## src/rtl/scan_seq3.sv

```systemverilog
// Address scanner for a 3-to-8 decoder: walks A up or down, holding each
// address for DWELL cycles, in single-pass or continuous mode.
module scan_seq3 #(
  parameter int unsigned DWELL = 4
) (
  input  logic       clk,
  input  logic       rst,
  input  logic       start,
  input  logic       stop,
  input  logic       mode,
  input  logic       dir,
  input  logic       hold,
  output logic [2:0] A,
  output logic       busy,
  output logic       done,
  output logic       wrap
);

  typedef enum logic [1:0] {
    S_IDLE = 2'd0,
    S_RUN  = 2'd1,
    S_DONE = 2'd2
  } state_t;

  localparam logic [7:0] LAST_CNT = 8'(DWELL - 1);

  state_t     r_state;
  logic [7:0] r_cnt;
  logic [2:0] r_a;
  logic       r_mode;
  logic       r_dir;
  logic       r_busy;
  logic       r_done;
  logic       r_wrap;

  state_t     w_state_nxt;
  logic [7:0] w_cnt_nxt;
  logic [2:0] w_a_nxt;
  logic       w_mode_nxt;
  logic       w_dir_nxt;
  logic       w_wrap_ev;
  logic       w_last_addr;
  logic       w_busy_nxt;
  logic       w_done_nxt;
  logic       w_wrap_nxt;

  // The address the current direction leaves last (7 going up, 0 going down).
  assign w_last_addr = r_dir ? (r_a == 3'd0) : (r_a == 3'd7);

  // State and all outputs are registered; rst clears everything.
  always_ff @(posedge clk) begin
    if (rst) begin
      r_state <= S_IDLE;
      r_cnt   <= 8'd0;
      r_a     <= 3'd0;
      r_mode  <= 1'b0;
      r_dir   <= 1'b0;
      r_busy  <= 1'b0;
      r_done  <= 1'b0;
      r_wrap  <= 1'b0;
    end else begin
      r_state <= w_state_nxt;
      r_cnt   <= w_cnt_nxt;
      r_a     <= w_a_nxt;
      r_mode  <= w_mode_nxt;
      r_dir   <= w_dir_nxt;
      r_busy  <= w_busy_nxt;
      r_done  <= w_done_nxt;
      r_wrap  <= w_wrap_nxt;
    end
  end

  // Next-state logic: stop beats hold, hold beats a dwell step.
  always_comb begin
    w_state_nxt = r_state;
    w_cnt_nxt   = r_cnt;
    w_a_nxt     = r_a;
    w_mode_nxt  = r_mode;
    w_dir_nxt   = r_dir;
    w_wrap_ev   = 1'b0;
    case (r_state)
      S_IDLE: begin
        if (start && !stop) begin
          w_state_nxt = S_RUN;
          w_cnt_nxt   = 8'd0;
          w_a_nxt     = dir ? 3'd7 : 3'd0;
          w_mode_nxt  = mode;
          w_dir_nxt   = dir;
        end else begin
          w_state_nxt = S_IDLE;
        end
      end
      S_RUN: begin
        if (stop) begin
          w_state_nxt = S_IDLE;
          w_cnt_nxt   = 8'd0;
          w_a_nxt     = 3'd0;
        end else if (hold) begin
          w_state_nxt = S_RUN;
        end else if (r_cnt == LAST_CNT) begin
          w_cnt_nxt = 8'd0;
          if (w_last_addr && !r_mode) begin
            w_state_nxt = S_DONE;
          end else begin
            w_a_nxt   = r_dir ? (r_a - 3'd1) : (r_a + 3'd1);
            w_wrap_ev = w_last_addr;
          end
        end else begin
          w_cnt_nxt = r_cnt + 8'd1;
        end
      end
      S_DONE: begin
        w_state_nxt = S_IDLE;
      end
      default: begin
        w_state_nxt = S_IDLE;
        w_cnt_nxt   = 8'd0;
      end
    endcase
  end

  // Output decode from the upcoming state, so flags line up with A.
  always_comb begin
    w_busy_nxt = (w_state_nxt == S_RUN);
    w_done_nxt = (w_state_nxt == S_DONE);
    w_wrap_nxt = w_wrap_ev;
  end

  assign A    = r_a;
  assign busy = r_busy;
  assign done = r_done;
  assign wrap = r_wrap;

endmodule
```

## config.mk

```make
export PLATFORM = sky130hd
export DESIGN_NAME = scan_seq3
export DESIGN_NICKNAME = d
export VERILOG_FILES = /design/src/rtl/scan_seq3.sv
export SDC_FILE = /design/constraint.sdc
export NUM_CORES = 1
export LEC_CHECK = 0
export CAP_MARGIN = 25
export CORE_MARGIN = 5
export CORE_UTILIZATION = 45
export DETAILED_ROUTE_END_ITERATION = 16
export HOLD_SLACK_MARGIN = 0.06
export PLACE_DENSITY = 0.78
export SLEW_MARGIN = 20
export SYNTH_ARGS = -nofsm -noshare
export SYNTH_HDL_FRONTEND = slang
export SYNTH_SLANG_ARGS = --single-unit
```

## constraint.sdc

```tcl
create_clock -name clk -period 1.75 [get_ports clk]
set_input_delay 0.175 -clock clk [delete_from_list [all_inputs] [get_ports clk]]
set_output_delay 0.175 -clock clk [all_outputs]
set_load 0.05 [all_outputs]
```

* After elaboration in Yosys (flattened, before gate mapping)
Cells that the tools add are included.
** Word-level totals
- Logic and storage cells :: 55
- Register bits after elaboration :: 18
** Operators by class
- Eq/ne operators :: 10
- Bitwise operators :: 3
- $add $sub $neg :: 3
- Mux-type cells :: 20
- Reduce and logical (&&, ||, !) cells :: 11
** Operator list (count)
- $mux 8 :: 4
- $pmux 8 s3 :: 1
- $mux 3 :: 7
- $ne 3x3->1 const B :: 3
- $add 8x1->8 const B :: 1
- $eq 8x2->1 const B :: 1
- $mux 2 :: 4
- $pmux 3 s2 :: 1
- $reduce_or 6->1 :: 1
- $reduce_and 5->1 :: 1
- $eq 2x1->1 const B :: 2
- $eq 2x2->1 const B :: 2
- $pmux 2 s2 :: 1
- $add 3x1->3 const B :: 1
- $eq 3x3->1 const B :: 1
- $logic_not 3->1 :: 1
- $not 1->1 :: 3
- $reduce_and 3->1 :: 1
- $sub 3x1->3 const B :: 1
- $logic_and 1x1->1 :: 2
- $logic_not 1->1 :: 2
- $logic_not 2->1 :: 1
- $mux 1 :: 2
- $ne 2x2->1 const B :: 1
- other kinds (2) :: 2

* Logic depth before layout (Yosys ltp)
- Word-level depth :: 9
- Mapped depth :: 5
- Depth with buffers taken out :: 5

* Worst setup path before layout
OpenSTA, ideal clock, no wires.
- Path type :: register to register
- Start point :: register r_a[0] (netlist: A[0])
- End point :: register r_a[0] (netlist: A[0])
- Required time :: 1.629 ns
- Arrival time :: 1.731 ns
- Path buffers :: 0
- Cell stages (with the launch flop) :: 5
- Clock period less this slack :: 1.852 ns
- Path slack :: -0.102 ns
- Setup time :: 0.121 ns
- Cell sequence :: dfxtp_1 > nor4b_1 > o211ai_1 > or3b_4 > mux2_4
** On the way
- Word-level cells in the longest chain between the ends :: 7
** RTL lines
- start, declared :: line 29 : logic [2:0] r_a;
- start signal, assigned :: line 64 : r_a <= w_a_nxt;
- $add 3x1->3 or $sub 3x1->3 (tied branches) :: line 105 : w_a_nxt = r_dir ? (r_a - 3'd1) : (r_a + 3'd1);
- $mux 3 :: line 105
- $mux 3 :: line 102 : if (w_last_addr && !r_mode) begin
- $mux 3 :: line 100 : end else if (r_cnt == LAST_CNT) begin
- $mux 3 :: line 98 : end else if (hold) begin
- $mux 3 :: line 94 : if (stop) begin
- $pmux 3 s2 :: line 81 : case (r_state)
Parallel ways exist; a longest one is shown, timed or not. The select of a mux whose other input is x is not followed.
A chain may end at the register's enable or synchronous reset.

* Worst setup path in the final report
- Start point :: register r_cnt[0]
- End point :: register r_a[0] (netlist: A[0])
** On the way
- Word-level cells in the longest chain between the ends :: 3
** RTL lines
- start, declared :: line 28 : logic [7:0] r_cnt;
- start signal, assigned :: line 63 : r_cnt <= w_cnt_nxt;
- $eq 8x2->1 :: line 100
- $ne 3x3->1 (no source line)
- $reduce_and 5->1 (no source line)
Every way passes these cells.

==> key figures <==
Status
  • Status: completed

Synthesis
  • Main combinational cell family by area after synthesis: simple AND/OR/NAND/NOR gates
  • Synth cell types: 38
  • Cell Area, Synth: about 960 um2
  • Synthesized Nets: 110
  • Post-Syn Instances: 101
  • YS warnings: 0
  • Top cells by area, synth: dfxtp_1, nor2_1, xor2_1, o211ai_1, nor2b_1
  • Register bit total from synthesis: 18
  • Share of flip-flops with an asynchronous set or reset: 0%
  • Post-Synth XOR/XNOR Area: 6.355%
  • Syn Area/Cell: between 9 and 10 um2
  • Synth Flop Type: dfxtp_1
  • Adder-Cell Fraction of Synth Area: 3.372%
  • Yosys top cell area share: between 30% and 40%
  • Synth Area in Compound Gates: 14.79%
  • Mux cell area share after synthesis: 6.226%
  • Register area share after synthesis: 37.35%
  • Simple-gate area share of the yosys netlist: 29.31%
  • Post-synth top area cell: dfxtp_1
  • EDFF count, synth: 0

Layout
  • Seq. cell area: 367.9 um2
  • Fillers: 164
  • Non-filler instance count after layout: 158
  • Area of the multi-input gates: 598.1 um2
  • Layout Nets: 141
  • Fin area: 1294 um2
  • Area growth syn-to-layout: 34.11%
  • Share of layout cells above drive strength 1: 29.01%
  • # diodes: 0

Floorplan
  • Area of the placeable core: about 2000 um2
  • Effective utilization at floorplan: 48.19%
  • Die extent in x: 56.30 um
  • Row cnt: 16
  • Die height: 56.30 um
  • I/O pins: 13
  • DIE AREA: roughly 3200 um2

Routing
  • Per-cell routed wire length: 14.36 um
  • Drc violations: 0
  • Routed Antenna Nets: 0
  • Vias per Instance: 5.538
  • Initial DRC count: 19
  • Via count: ~880
  • DRT Pass-1 Iters: 4
  • WL final: between 2000 and 2500 um

STA
  • Worst Skew: 2.814 ps
  • Max Clock Freq: approximately 600 MHz
  • Final worst-path cycle share: 97.06%
  • Hold Fails Final Rpt: 0
  • Worst-margin pin slew: 506.0 ps
  • Max Transition Viols Final: 0
  • Min Tclk post-route: 1699 ps
  • Final setup vio count: 0
  • Slew Limit Headroom: 66.21%
  • Worst setup margin: 51.44 ps

Placement
  • Place WS: -152.4 ps
  • Final GP Congestion: 0.8609
  • Post-Place Cell Area: 1232 um2
  • Buffers on Ports: 12
  • Post-DP HPWL: 1662 um
  • Placed cells: 154

Power and ir drop
  • Psw: 233.6 uW
  • Tot Pwr: just under 900 uW
  • Logic pwr share: 20.3%
  • Clock Power Share: 29.3%
  • Internal: 638.7 uW
  • Flop pwr share: 50.5%
  • Net Sw Frac: roughly 27%
  • Power Dens Cells: 674.3 nW/um2
  • Peak VDD IR: 0.0003411 V
  • Leak: between 0.5 and 0.6 nW

Setup path
  • Crit-path max FO: 3
  • Crit Path Class: register to register
  • Worst Reg-to-Reg Cells: 5
  • Startpoint Class: register
  • Critical path required time: 1940 ps
  • Critical path endpoint category: register
  • Data arrival, critical path: 1890 ps

Clock network
  • CTS Sinks: 18
  • Clock Pin Slew Worst Setup and Hold Paths: 100 ps
  • Worst-skew pair later-pin latency: 290 ps
  • Clock tree root driver cell: clkbuf_4
  • Setup Buffers After CTS: 0
  • TritonCTS clock tree: yes
  • Cts bufs inserted: 3
  • Clock Tree Buf Depth: 2
  • H-tree levels: 1

GRT
  • Total GRT Usage: between 15 and 20%
  • Global-route wire length before repair: roughly 3800 um
  • Largest net degree at the start of global routing: 11
  • Initial antenna violation count: 0
  • Remaining Overflow, GRT: 0
  • Vias in the first global route: 844

Min path
  • Hold WC Path Type: primary input to register
  • Hold Crit Depth: 3

Job
  • Max-cap violations: 0
logic make-up after synthesis:
family | count (synthesis)
and+or+nand+nor | 45
muxes | 5
DFF | 18
adders and majority gates | 2
AOI/OAI and AO/OA | 18
xor gates and xnor gates | 7
buffers and inverters | 6
layer usage:
metal  global-route usage (%)  routed length (um)  up-vias  part of all wire, %
li1                         -                   -      425                    -
met1                    19.31                1030      418                   45
met2                    24.21                1077       27                   47
met3                    4.587                 111        5                  4.9
met4                    7.119                  49        0                  2.2
met5                        0                   0        -                    0
Yosys cell counts (2+ instances only):
library cell  instances
o211ai_1              5
buf_2                 2
nor3_1                2
o2111ai_1             2
and3_1                2
a2bb2oi_1             2
nor4b_1               2
nor2_1               16
xor2_1                6
o2bb2ai_1             2
nor2b_1               5
inv_1                 4
a21oi_1               3
nand2_1               4
mux2i_1               3
mux2_4                2
dfxtp_1              18
metrics by stage:
stage	hold slack, ps	setup TNS, ps	util (%)
after global routing	524.0	-2.453	64.63
after global placement	482.3	-917.4	61.56
after floorplan	247.4	0	-
final	493.8	0	64.63
after detailed placement	493.8	-1882	61.56
after CTS	498.0	0	64.00
what timing repair did:
action                                  CTS  global route
resized for setup                         2             6
hold buffers                              0             0
pin swaps                                 0             1
endpoints found under the setup margin   10             4
layout make-up:
cell class / instances / share of cell area, %
multi-input combinational: 77 / 46.23
sequential: 18 / 28.43
timing repair buffer: 28 / 18.76
clock buffer: 4 / 2.805
tap: 27 / 2.611
inverter: 4 / 1.161
power groups by stage:
stage	Combinational [mW]	Sequential, mW	Clock [mW]
global route	0.189	0.443	0.283
detailed placement	0.172	0.448	0
finish	0.177	0.440	0.255
floorplan	0.0771	0.469	0
global placement	0.166	0.448	0
CTS	0.174	0.439	0.263
cell usage in the layout (no fill, tap or decap), types with 2 or more instances in the layout:
cell / Yosys / layout
a21oi_1: 3 / 2
a2bb2oi_1: 2 / 2
and3_1: 2 / 2
buf_4: 0 / 16
clkbuf_4: 0 / 3
clkdlybuf4s50_1: 0 / 11
dfxtp_1: 18 / 12
dfxtp_2: 0 / 6
inv_1: 4 / 4
mux2_4: 2 / 2
mux2i_1: 3 / 3
nand2_1: 4 / 4
nor2_1: 16 / 16
nor2b_1: 5 / 5
nor3_1: 2 / 2
nor4b_1: 2 / 2
o2111ai_1: 2 / 2
o211ai_1: 5 / 5
o21ai_2: 1 / 2
o2bb2ai_1: 2 / 2
xor2_1: 6 / 6
critical path, stage by stage, from the launching register on:
cell     delay, ps
dfxtp_2        340
ha_2           180
nor4b_4        240
a21oi_2        100
or3b_4         410
mux2_4         310
sequential cells by signal (all words and copies together) (netlist names):
signal	flops
r_cnt	8
A	3
r_state	2
busy	1
done	1
r_dir	1
r_mode	1
wrap	1
path summary, 6_finish.rpt:
kind | to | start | slack, ps
max | A[0] | r_cnt[0] | 50
min | r_mode | mode | 490
max reg2reg | A[0] | r_cnt[0] | 50
min reg2reg | r_cnt[6] | r_cnt[6] | 510
Note: power is estimated with default switching activity, not from simulation.
